[src/rtl/mem_responder.sv]
// rtl/mem_responder.sv - single-port RAM arbiter serving instruction and data read/write requests
module mem_responder #(
  parameter int LATENCY = 2
) (
  input  logic        CLK,
  input  logic        RST,
  input  logic        iREN,
  input  logic [31:0] iaddr,
  input  logic        dREN,
  input  logic        dWEN,
  input  logic [31:0] daddr,
  input  logic [31:0] dstore,
  output logic        ihit,
  output logic [31:0] imemload,
  output logic        dhit,
  output logic [31:0] dmemload,
  output logic        ramREN,
  output logic        ramWEN,
  output logic [31:0] ramaddr,
  output logic [31:0] ramstore,
  input  logic [31:0] ramload
);

  typedef enum logic [1:0] {
    IDLE = 2'd0,
    DACC = 2'd1,
    IACC = 2'd2,
    DONE = 2'd3
  } state_t;

  // Counter starts at LATENCY-1 so an access spends exactly LATENCY cycles in DACC/IACC.
  localparam logic [3:0] CNT_INIT = 4'(LATENCY - 1);

  state_t      state_q, state_d;
  logic [3:0]  cnt_q, cnt_d;
  logic        ihit_q, ihit_d;
  logic        dhit_q, dhit_d;
  logic [31:0] imemload_q, imemload_d;
  logic [31:0] dmemload_q, dmemload_d;

  logic        d_active;
  assign d_active = dREN | dWEN;

  // State, wait counter, hit pulses and load registers; reset clears everything.
  always_ff @(posedge CLK) begin
    if (RST) begin
      state_q    <= IDLE;
      cnt_q      <= 4'd0;
      ihit_q     <= 1'b0;
      dhit_q     <= 1'b0;
      imemload_q <= 32'd0;
      dmemload_q <= 32'd0;
    end else begin
      state_q    <= state_d;
      cnt_q      <= cnt_d;
      ihit_q     <= ihit_d;
      dhit_q     <= dhit_d;
      imemload_q <= imemload_d;
      dmemload_q <= dmemload_d;
    end
  end

  // Next state: data beats instruction in IDLE, dropped enables abort, counter 0 completes.
  always_comb begin
    state_d    = state_q;
    cnt_d      = cnt_q;
    ihit_d     = 1'b0;
    dhit_d     = 1'b0;
    imemload_d = imemload_q;
    dmemload_d = dmemload_q;
    case (state_q)
      IDLE: begin
        if (d_active) begin
          state_d = DACC;
          cnt_d   = CNT_INIT;
        end else if (iREN) begin
          state_d = IACC;
          cnt_d   = CNT_INIT;
        end
      end
      DACC: begin
        if (!d_active) begin
          state_d = IDLE;
          cnt_d   = 4'd0;
        end else if (cnt_q == 4'd0) begin
          state_d = DONE;
          dhit_d  = 1'b1;
          // Writes (including read+write together) leave dmemload untouched.
          if (dREN && !dWEN) begin
            dmemload_d = ramload;
          end
        end else begin
          cnt_d = cnt_q - 4'd1;
        end
      end
      IACC: begin
        if (!iREN) begin
          state_d = IDLE;
          cnt_d   = 4'd0;
        end else if (cnt_q == 4'd0) begin
          state_d    = DONE;
          ihit_d     = 1'b1;
          imemload_d = ramload;
        end else begin
          cnt_d = cnt_q - 4'd1;
        end
      end
      DONE: begin
        // One dead cycle so the requester can drop its enable after the hit.
        state_d = IDLE;
      end
      default: begin
        state_d = IDLE;
      end
    endcase
  end

  // RAM strobes follow the owning port while an access is in flight, zero otherwise.
  always_comb begin
    ramREN   = 1'b0;
    ramWEN   = 1'b0;
    ramaddr  = 32'd0;
    ramstore = 32'd0;
    case (state_q)
      DACC: begin
        ramaddr  = daddr;
        ramWEN   = dWEN;
        ramREN   = dREN & ~dWEN;
        ramstore = dstore;
      end
      IACC: begin
        ramaddr = iaddr;
        ramREN  = 1'b1;
      end
      default: begin
        ramREN   = 1'b0;
      end
    endcase
  end

  assign ihit     = ihit_q;
  assign dhit     = dhit_q;
  assign imemload = imemload_q;
  assign dmemload = dmemload_q;

endmodule
[config.mk]
export PLATFORM = sky130hd
export DESIGN_NAME = mem_responder
export DESIGN_NICKNAME = d
export VERILOG_FILES = /design/src/rtl/mem_responder.sv
export SDC_FILE = /design/constraint.sdc
export NUM_CORES = 1
export LEC_CHECK = 0
export CAP_MARGIN = 20
export CORE_ASPECT_RATIO = 0.75
export CORE_UTILIZATION = 34
export CTS_CLUSTER_SIZE = 20
export DETAILED_ROUTE_END_ITERATION = 6
export HOLD_SLACK_MARGIN = 0.05
export PLACE_DENSITY_LB_ADDON = 0.2
export SETUP_SLACK_MARGIN = 0.2
export SYNTH_ARGS = -nofsm -noshare
export SYNTH_HDL_FRONTEND = slang
export SYNTH_SLANG_ARGS = --single-unit
[constraint.sdc]
create_clock -name CLK -period 2.1 [get_ports CLK]
set_input_delay 0.525 -clock CLK [delete_from_list [all_inputs] [get_ports CLK]]
set_output_delay 0.525 -clock CLK [all_outputs]
set_load 0.01 [all_outputs]
# Yosys cells after proc, flatten, opt, wreduce, memory -nomap -nowiden
# Index checks and enable logic that the tools add are counted.
# word_totals
register_bits,72
inputBits,133
output_inout_bits,132
word_cells,45
# op_classes
addsub,1
eq_ne,4
n_mux,17
n_bitwise,7
n_reduce_logical,10
# op_table
operator,count
case mux 32 bit (2 select lines),1
2-to-1 mux 32 bit,1
2-to-1 mux 4 bit,5
case mux 4 bit (3 select lines),1
2-to-1 mux 2 bit,5
case mux 2 bit (4 select lines),1
OR reduction 3 bit,2
inverter 1 bit,5
equality test 2 bit (second input constant),2
zero test 4 bit,1
AND reduction 4 bit,1
subtractor 4 x 1 -> 4 bit (second input constant),1
!= test 3 bit (second input constant),1
AND reduction 3 bit,1
nonzero test 3 bit,1
equality test 2 x 1 -> 1 bit (second input constant),1
zero test 2 bit,1
2-to-1 mux 1 bit,2
case mux 1 bit (2 select lines),1
AND reduction 2 bit,1
bitwise AND 1 bit,1
logical AND 1 bit,1
zero test 1 bit,1
bitwise OR 1 bit,1

# Longest topological paths before layout
# logic_depth
ltp_word,4
ltp_mapped,9
ltp_nobuf,6

# Worst setup path before layout
# No wires, ideal clock.
# synth_path
path_type,reg2out
start,register state_q[1]
end,output port ramaddr[10]
arrival_time_ns,1.421
required_time_ns,1.575
setup_slack_ns,0.154
path_stages_with_launch,7
n_path_buf,2
path_cell_list,dfxtp_1 inv_1 ha_1 clkbuf_1 clkbuf_1 a22oi_1 nor2_1
# synth_via
elab_chain_cells,2
elab_cells_between_ends,3
cone_classes,eq/ne: 2; mux: 1
# synth_rtl
item,line,text
start: declaration,34,"state_t state_q, state_d;"
start signal: assignment,54,state_q <= state_d;
equality test 2 bit / equality test 2 x 1 -> 1 bit (equally long branches),124,case (state_q)
case mux 32 bit (2 select lines) (*),124,
end: declaration,19,"output logic [31:0] ramaddr,"
# Mark *: on every way between the ends. The rest lies on a longest branch, timed or not.

# Final worst setup path
# layout_path
start,register state_q[1]
end,output port ramaddr[30]
# Same word-level chain as after synthesis.

==> flow_summary.json <==
{
  "yosysTopAreaCellShare_pct": 42.5,
  "numCtsBuffers": 9,
  "yosys_warnings": 0,
  "r2r_cells": 11,
  "skew_ps": 6.46,
  "fin_tns_setup_ps": -1010,
  "synth-main-ff-cell": "dfxtp_1",
  "antenna_left": 0,
  "ff2ff_setup_slack_ps": 50,
  "fin_crit_sh_pct": 104,
  "rsz0062_at_grt": "true",
  "num_io_pins": 265,
  "multiInputGateArea_sq_mm": 0.00249,
  "dpl_worst_slack_ps": -296,
  "seq_area_sq_mm": 0.00145,
  "setup_slack_ps": -93.1,
  "worstMarginPinSlew_ps": 466,
  "portBuffers": 264,
  "antenna_found_initial": 0,
  "crit_start": "state_q[1]",
  "drv_slew": 0,
  "period_needed_ps": 2190,
  "synth_edf_count": 0,
  "grt_pass1_vias": 4158,
  "synthCells": 456,
  "hold_viol": 0,
  "met3RoutedLength_mm": 1.36,
  "status": "finished with violations",
  "cts_hold_buf": 0,
  "max_slew_margin_pct": 68.7,
  "antenna_cells": 0,
  "drive_gt1_share_pct": 40.1,
  "avgSynthCellArea_sq_um": 7.44,
  "clock-sinks": 72,
  "power_per_cell_area_mw_per_mm2": 659,
  "met2_length_mm": 8.58,
  "overflow": 0,
  "cts-root-buf": "clkbuf_16",
  "drt_wl_total_mm": 16.8,
  "seq_area_frac_synth_pct": 42.5,
  "synth_nets": 594,
  "place_inst": 840,
  "worstSetupPathType": "register to primary output",
  "cts.clk_slew.worst_paths_ps": 60,
  "die_area_sq_mm": 0.0104,
  "highest_layer": "met4",
  "synth.area.top_cells": "dfxtp_1 (42%), nand2_1 (14%), a21oi_1 (8.8%)",
  "via_count": 4536,
  "cp-start-kind": "register",
  "place_congestion": 0.828,
  "yosys.area.top_type": "dfxtp_1",
  "async_reset_ff_share_pct": 0,
  "cp.arrival_ps": 1670,
  "grt_max_degree": 34,
  "clockBufferDepth": 2,
  "nets": 884,
  "syn2layout_area_growth_pct": 134,
  "core_sq_mm": 0.00966,
  "end_kind": "primary output",
  "synth-seq-cells": 72,
  "die_w_um": 117,
  "grt_first_pass_wirelength_mm": 21.7,
  "setup_violations": 30,
  "dp_hpwl_mm": 9.59,
  "drtIter0Drc": 221,
  "wl_per_cell_um": 19.0,
  "max-cap-violations": 0,
  "cellLeakagePower_nw": 2.94,
  "synth_area_sq_mm": 0.00339,
  "dr.pass1.iters": 4,
  "cts_tree": "built",
  "post-route-drc-count": 0,
  "timing.hold.ws_ps": 453,
  "final_cells": 882,
  "min_path_cells": 2,
  "row_count": 31,
  "critPathCapture": "ramaddr[30]",
  "cp_max_fo": 8,
  "crit_required_ps": 1570,
  "max_freq_mhz": 456,
  "vdd_drop_max_uv": 404,
  "fin_total_pwr_mw": 5.23,
  "grtUsageTotal_pct": 26.9,
  "cts_max_level": 3,
  "insertion_delay_ps": 330,
  "fillers": 549,
  "violations": "setup timing",
  "r2r-end": "dmemload[13]",
  "avgViaCountPerCell": 5.14,
  "hold_class": "register to register",
  "met1Wirelength_mm": 6.48,
  "die_h_um": 88.5,
  "synthDistinctLibCells": 33,
  "start_util_pct": 35.1,
  "r2r-start": "state_q[1]"
}
## sequential cells by signal, indices dropped and copies added (netlist names)
register	cells
dmemload	32
imemload	32
ihit	1
dhit	1
state_q	2
cnt_q	4
## layout by cell type (no fill, tap or decap), drive strengths merged
| cell | instances |
|---|---|
| a211oi | 3 |
| a21o | 1 |
| a21oi | 69 |
| a221oi | 1 |
| a22oi | 33 |
| a31oi | 1 |
| and2 | 34 |
| buf | 110 |
| bufbuf | 1 |
| bufinv | 2 |
| clkbuf | 19 |
| clkdlybuf4s50 | 194 |
| clkinv | 2 |
| dfxtp | 72 |
| dlymetal6s2s | 3 |
| ha | 5 |
| inv | 4 |
| nand2 | 134 |
| nand2b | 1 |
| nand3 | 1 |
| nand4b | 1 |
| nor2 | 40 |
| nor2b | 1 |
| nor3 | 3 |
| nor3b | 1 |
| nor4 | 1 |
| o211ai | 1 |
| o21ai | 8 |
| o31a | 1 |
| or3 | 1 |
| or3b | 1 |
| or4b | 1 |
## per-stage QoR
stage          utilization [%]  cell area (sq um)
2_1_floorplan                -               3400
3_3_place_gp              65.4               6320
3_5_place_dp              65.4               6320
4_1_cts                   74.6               7210
5_1_grt                   82.2               7940
6_report                  82.2               7940
## worst min path at each step
stage                         to          from
detailed placement  imemload[24]  imemload[24]
CTS                  dmemload[8]   dmemload[8]
global route        imemload[15]  imemload[15]
floorplan               cnt_q[1]      cnt_q[1]
finish              imemload[24]  imemload[24]
global placement     imemload[5]   imemload[5]
## per-layer routing
metal	global-route usage, %	up-vias
met1	30.7	2172
met4	9.56	0
li1	-	2108
met2	48.1	221
met3	8.63	35
met5	0	-
## cells by family after synthesis
family	count (synthesis)	share of synthesized area, %
and+or+nand+nor	220	28.8
AOI/OAI and AO/OA	118	21.5
buffers and inverters	41	5.49
DFF	72	42.5
adders and majority gates	5	1.84
## cell usage after synthesis (2+ instances only)
library cell / instances
clkbuf_1: 25
o21ai_0: 7
buf_6: 3
nor3_1: 2
nand2_2: 10
buf_2: 8
a21oi_2: 9
a21oi_1: 60
a22oi_1: 33
and2_1: 34
nand2_1: 124
a211oi_1: 3
ha_1: 5
inv_1: 4
nor2_1: 40
dfxtp_1: 72
## where the power goes
| part | switching, mW | total (mW) | internal, mW |
|---|---|---|---|
| registers | 0.0461 | 1.47 | 1.42 |
| logic | 0.926 | 2.12 | 1.19 |
| clock network | 0.555 | 1.65 | 1.10 |
## worst max-delay path: stages (launching register included)
cell      delay (ps)
dfxtp_2          330
inv_2             40
buf_4            140
ha_4             300
clkinv_8          90
buf_8            150
nor2_1           140
buf_2            160
## what timing repair did
| action | CTS | global route |
|---|---|---|
| setup endpoints to repair | 99 | 134 |
| buffers inserted | 4 | 5 |
| pin swaps | 40 | 81 |
| resized for setup | 403 | 127 |
| gates cloned | 9 | 9 |
## layout make-up
cell class                 count  share of cell area (%)
clock buffer                  12                    3.23
clock inverter                 3                   0.820
inverter                       5                   0.394
multi-input combinational    343                    31.4
sequential                    72                    18.2
tap                          132                    2.08
timing repair buffer         315                    43.9
No activity file was read; power rests on OpenSTA's default activity.
==> patch (same flow settings) <==
Reset style: asynchronous (`RST`), changed in one clocked block.
--- a/src/rtl/mem_responder.sv
+++ b/src/rtl/mem_responder.sv
@@ -42,7 +42,7 @@
   assign d_active = dREN | dWEN;
 
   // State, wait counter, hit pulses and load registers; reset clears everything.
-  always_ff @(posedge CLK) begin
+  always_ff @(posedge CLK or posedge RST) begin
     if (RST) begin
       state_q    <= IDLE;
       cnt_q      <= 4'd0;
Check against the original RTL: differs if RST is asserted again (counterexample within 4 cycles, from zero or initial values and one cycle with RST high); with RST held inactive, the same outputs for 10 cycles.
==> patch against the unedited design <==
- setup slack worse by 75 ps
- sequential cell count stayed put
- synthesized area is 4.4% higher
- the flow still finishes with violations (negative setup slack)
- cell area is 4.5% lower
- wire length is 19% lower
- critical endpoint is now ramaddr[15]
- register-to-register slack worse by 110 ps
Power is not compared: it rests on default switching activity, and its combinational part moved more than twofold at a synthesized area within 25%.
==> patch: results (changes against the unedited design) <==
outcome: "finished with violations"
violations: "negative setup slack"
whs_ps: 503  # +50.3 ps
drive_gt1_share_pct: 43.3  # +3.2 points
wl_per_cell_um: 18.1  # -4.7%
timing.rr.start: "state_q[1]"
critPathMaxStageDelay_ps: 390  # +60 ps
wl_met3_um: 696  # -49%
reg2reg_depth: 10  # -1
met1Wirelength_um: 5510  # -15%
nets: 748  # -15%
top_layer: "met4"
worstHoldPathCells: 1  # -1
skew_ps: 5.01  # -1.45 ps
seq_area_frac_synth_pct: 50.8  # +8.4 points
r2r-end: "dmemload[13]"
drt_iter0_drc: 156  # -29%
tns_ps: -3810  # -2800 ps
arrival_ps: 1740  # +70 ps
setup_ws_ps: -169  # -75.5 ps
syn_nets: 439  # -26%
ys.flop_type: "dfrtp_1"
grt_pass1_vias: 3727  # -10%
holdCritStartpoint: "dmemload[24]"
grt_use_total_pct: 23.4  # -3.5 points
grt_max_degree: 73  # +110%
grt_pass1_wl_um: 19600  # -9.6%
clock_path_buffers: 2  # unchanged
dr_wl_met2_um: 7100  # -17%
synth.distinct_cells: 30  # -9.1%
vias: 3638  # -20%
path_max_fanout: 7  # -1
gp_congestion: 0.890  # +7.6%
setup_viol: 82  # +170%
synth_area_leaders: "dfrtp_1, mux2_2, a22oi_1"
slew_headroom_pct: 66.2  # -2.5 points
worst_path_max_delay_cell: "dfrtp_1"
hpwl_um: 8900  # -7.2%
min_path_type: "reg2reg"
synth_common_cells: "dfrtp_1, mux2_2, nor2_1"
async_flop_share_pct: 100  # +100 points
min_to: "dmemload[24]"
[patch: area by class of cell]
type / instances / area [um2]
tap: 132 / 165
timing repair buffer: 318 / 3270
clock inverter: 7 / 95.1
sequential: 72 / 1800
multi-input combinational: 200 / 1990
inverter: 8 / 38.8
clock buffer: 9 / 225
fill: 647 / 2310
[patch: metal layers]
metal / vias up / global-route usage (%)
met4: 0 / 8.02
met1: 1785 / 26.8
met2: 142 / 42.6
met3: 17 / 5.11
met5: - / 0
li1: 1694 / -
[patch: metrics by stage]
step,setup slack [ps],area [um2],cells
floorplan,210,3550,300
global placement,-277,6530,703
detailed placement,-279,6530,703
CTS,-119,7190,739
global route,-205,7580,746
finish,-169,7580,746
[patch: repair_timing]
item                       in CTS  in global routing
gates cloned                    7                  4
hold buffers                    0                  0
resized for setup             350                 74
pin swaps                       3                 20
buffers inserted               13                  3
setup endpoints to repair     126                135
[patch: worst max-delay path by stage]
stage                    start      endpoint  slack [ps]  depth (start not counted)
floorplan           state_q[0]  imemload[11]         210                          7
global placement          dREN        ramREN        -280                          4
detailed placement        dREN        ramREN        -280                          4
CTS                 state_q[1]        ramREN        -120                          7
global route        state_q[0]   ramaddr[15]        -210                          7
finish              state_q[0]   ramaddr[15]        -170                          7
[patch: kinds of logic after synthesis]
kind of cell	count (synthesis)	share of synthesized area [%]
buf+inv	28	4.03
flops	72	50.8
simple gates	81	12.3
fa+ha+maj	6	2.12
mux	64	20.3
compound gates	49	10.4
[patch: where the power goes]
group | switching (W) | internal (W)
clock network | 0.000586 | 0.00104
logic | 0.00254 | 0.00382
registers | 0.000342 | 0.00202
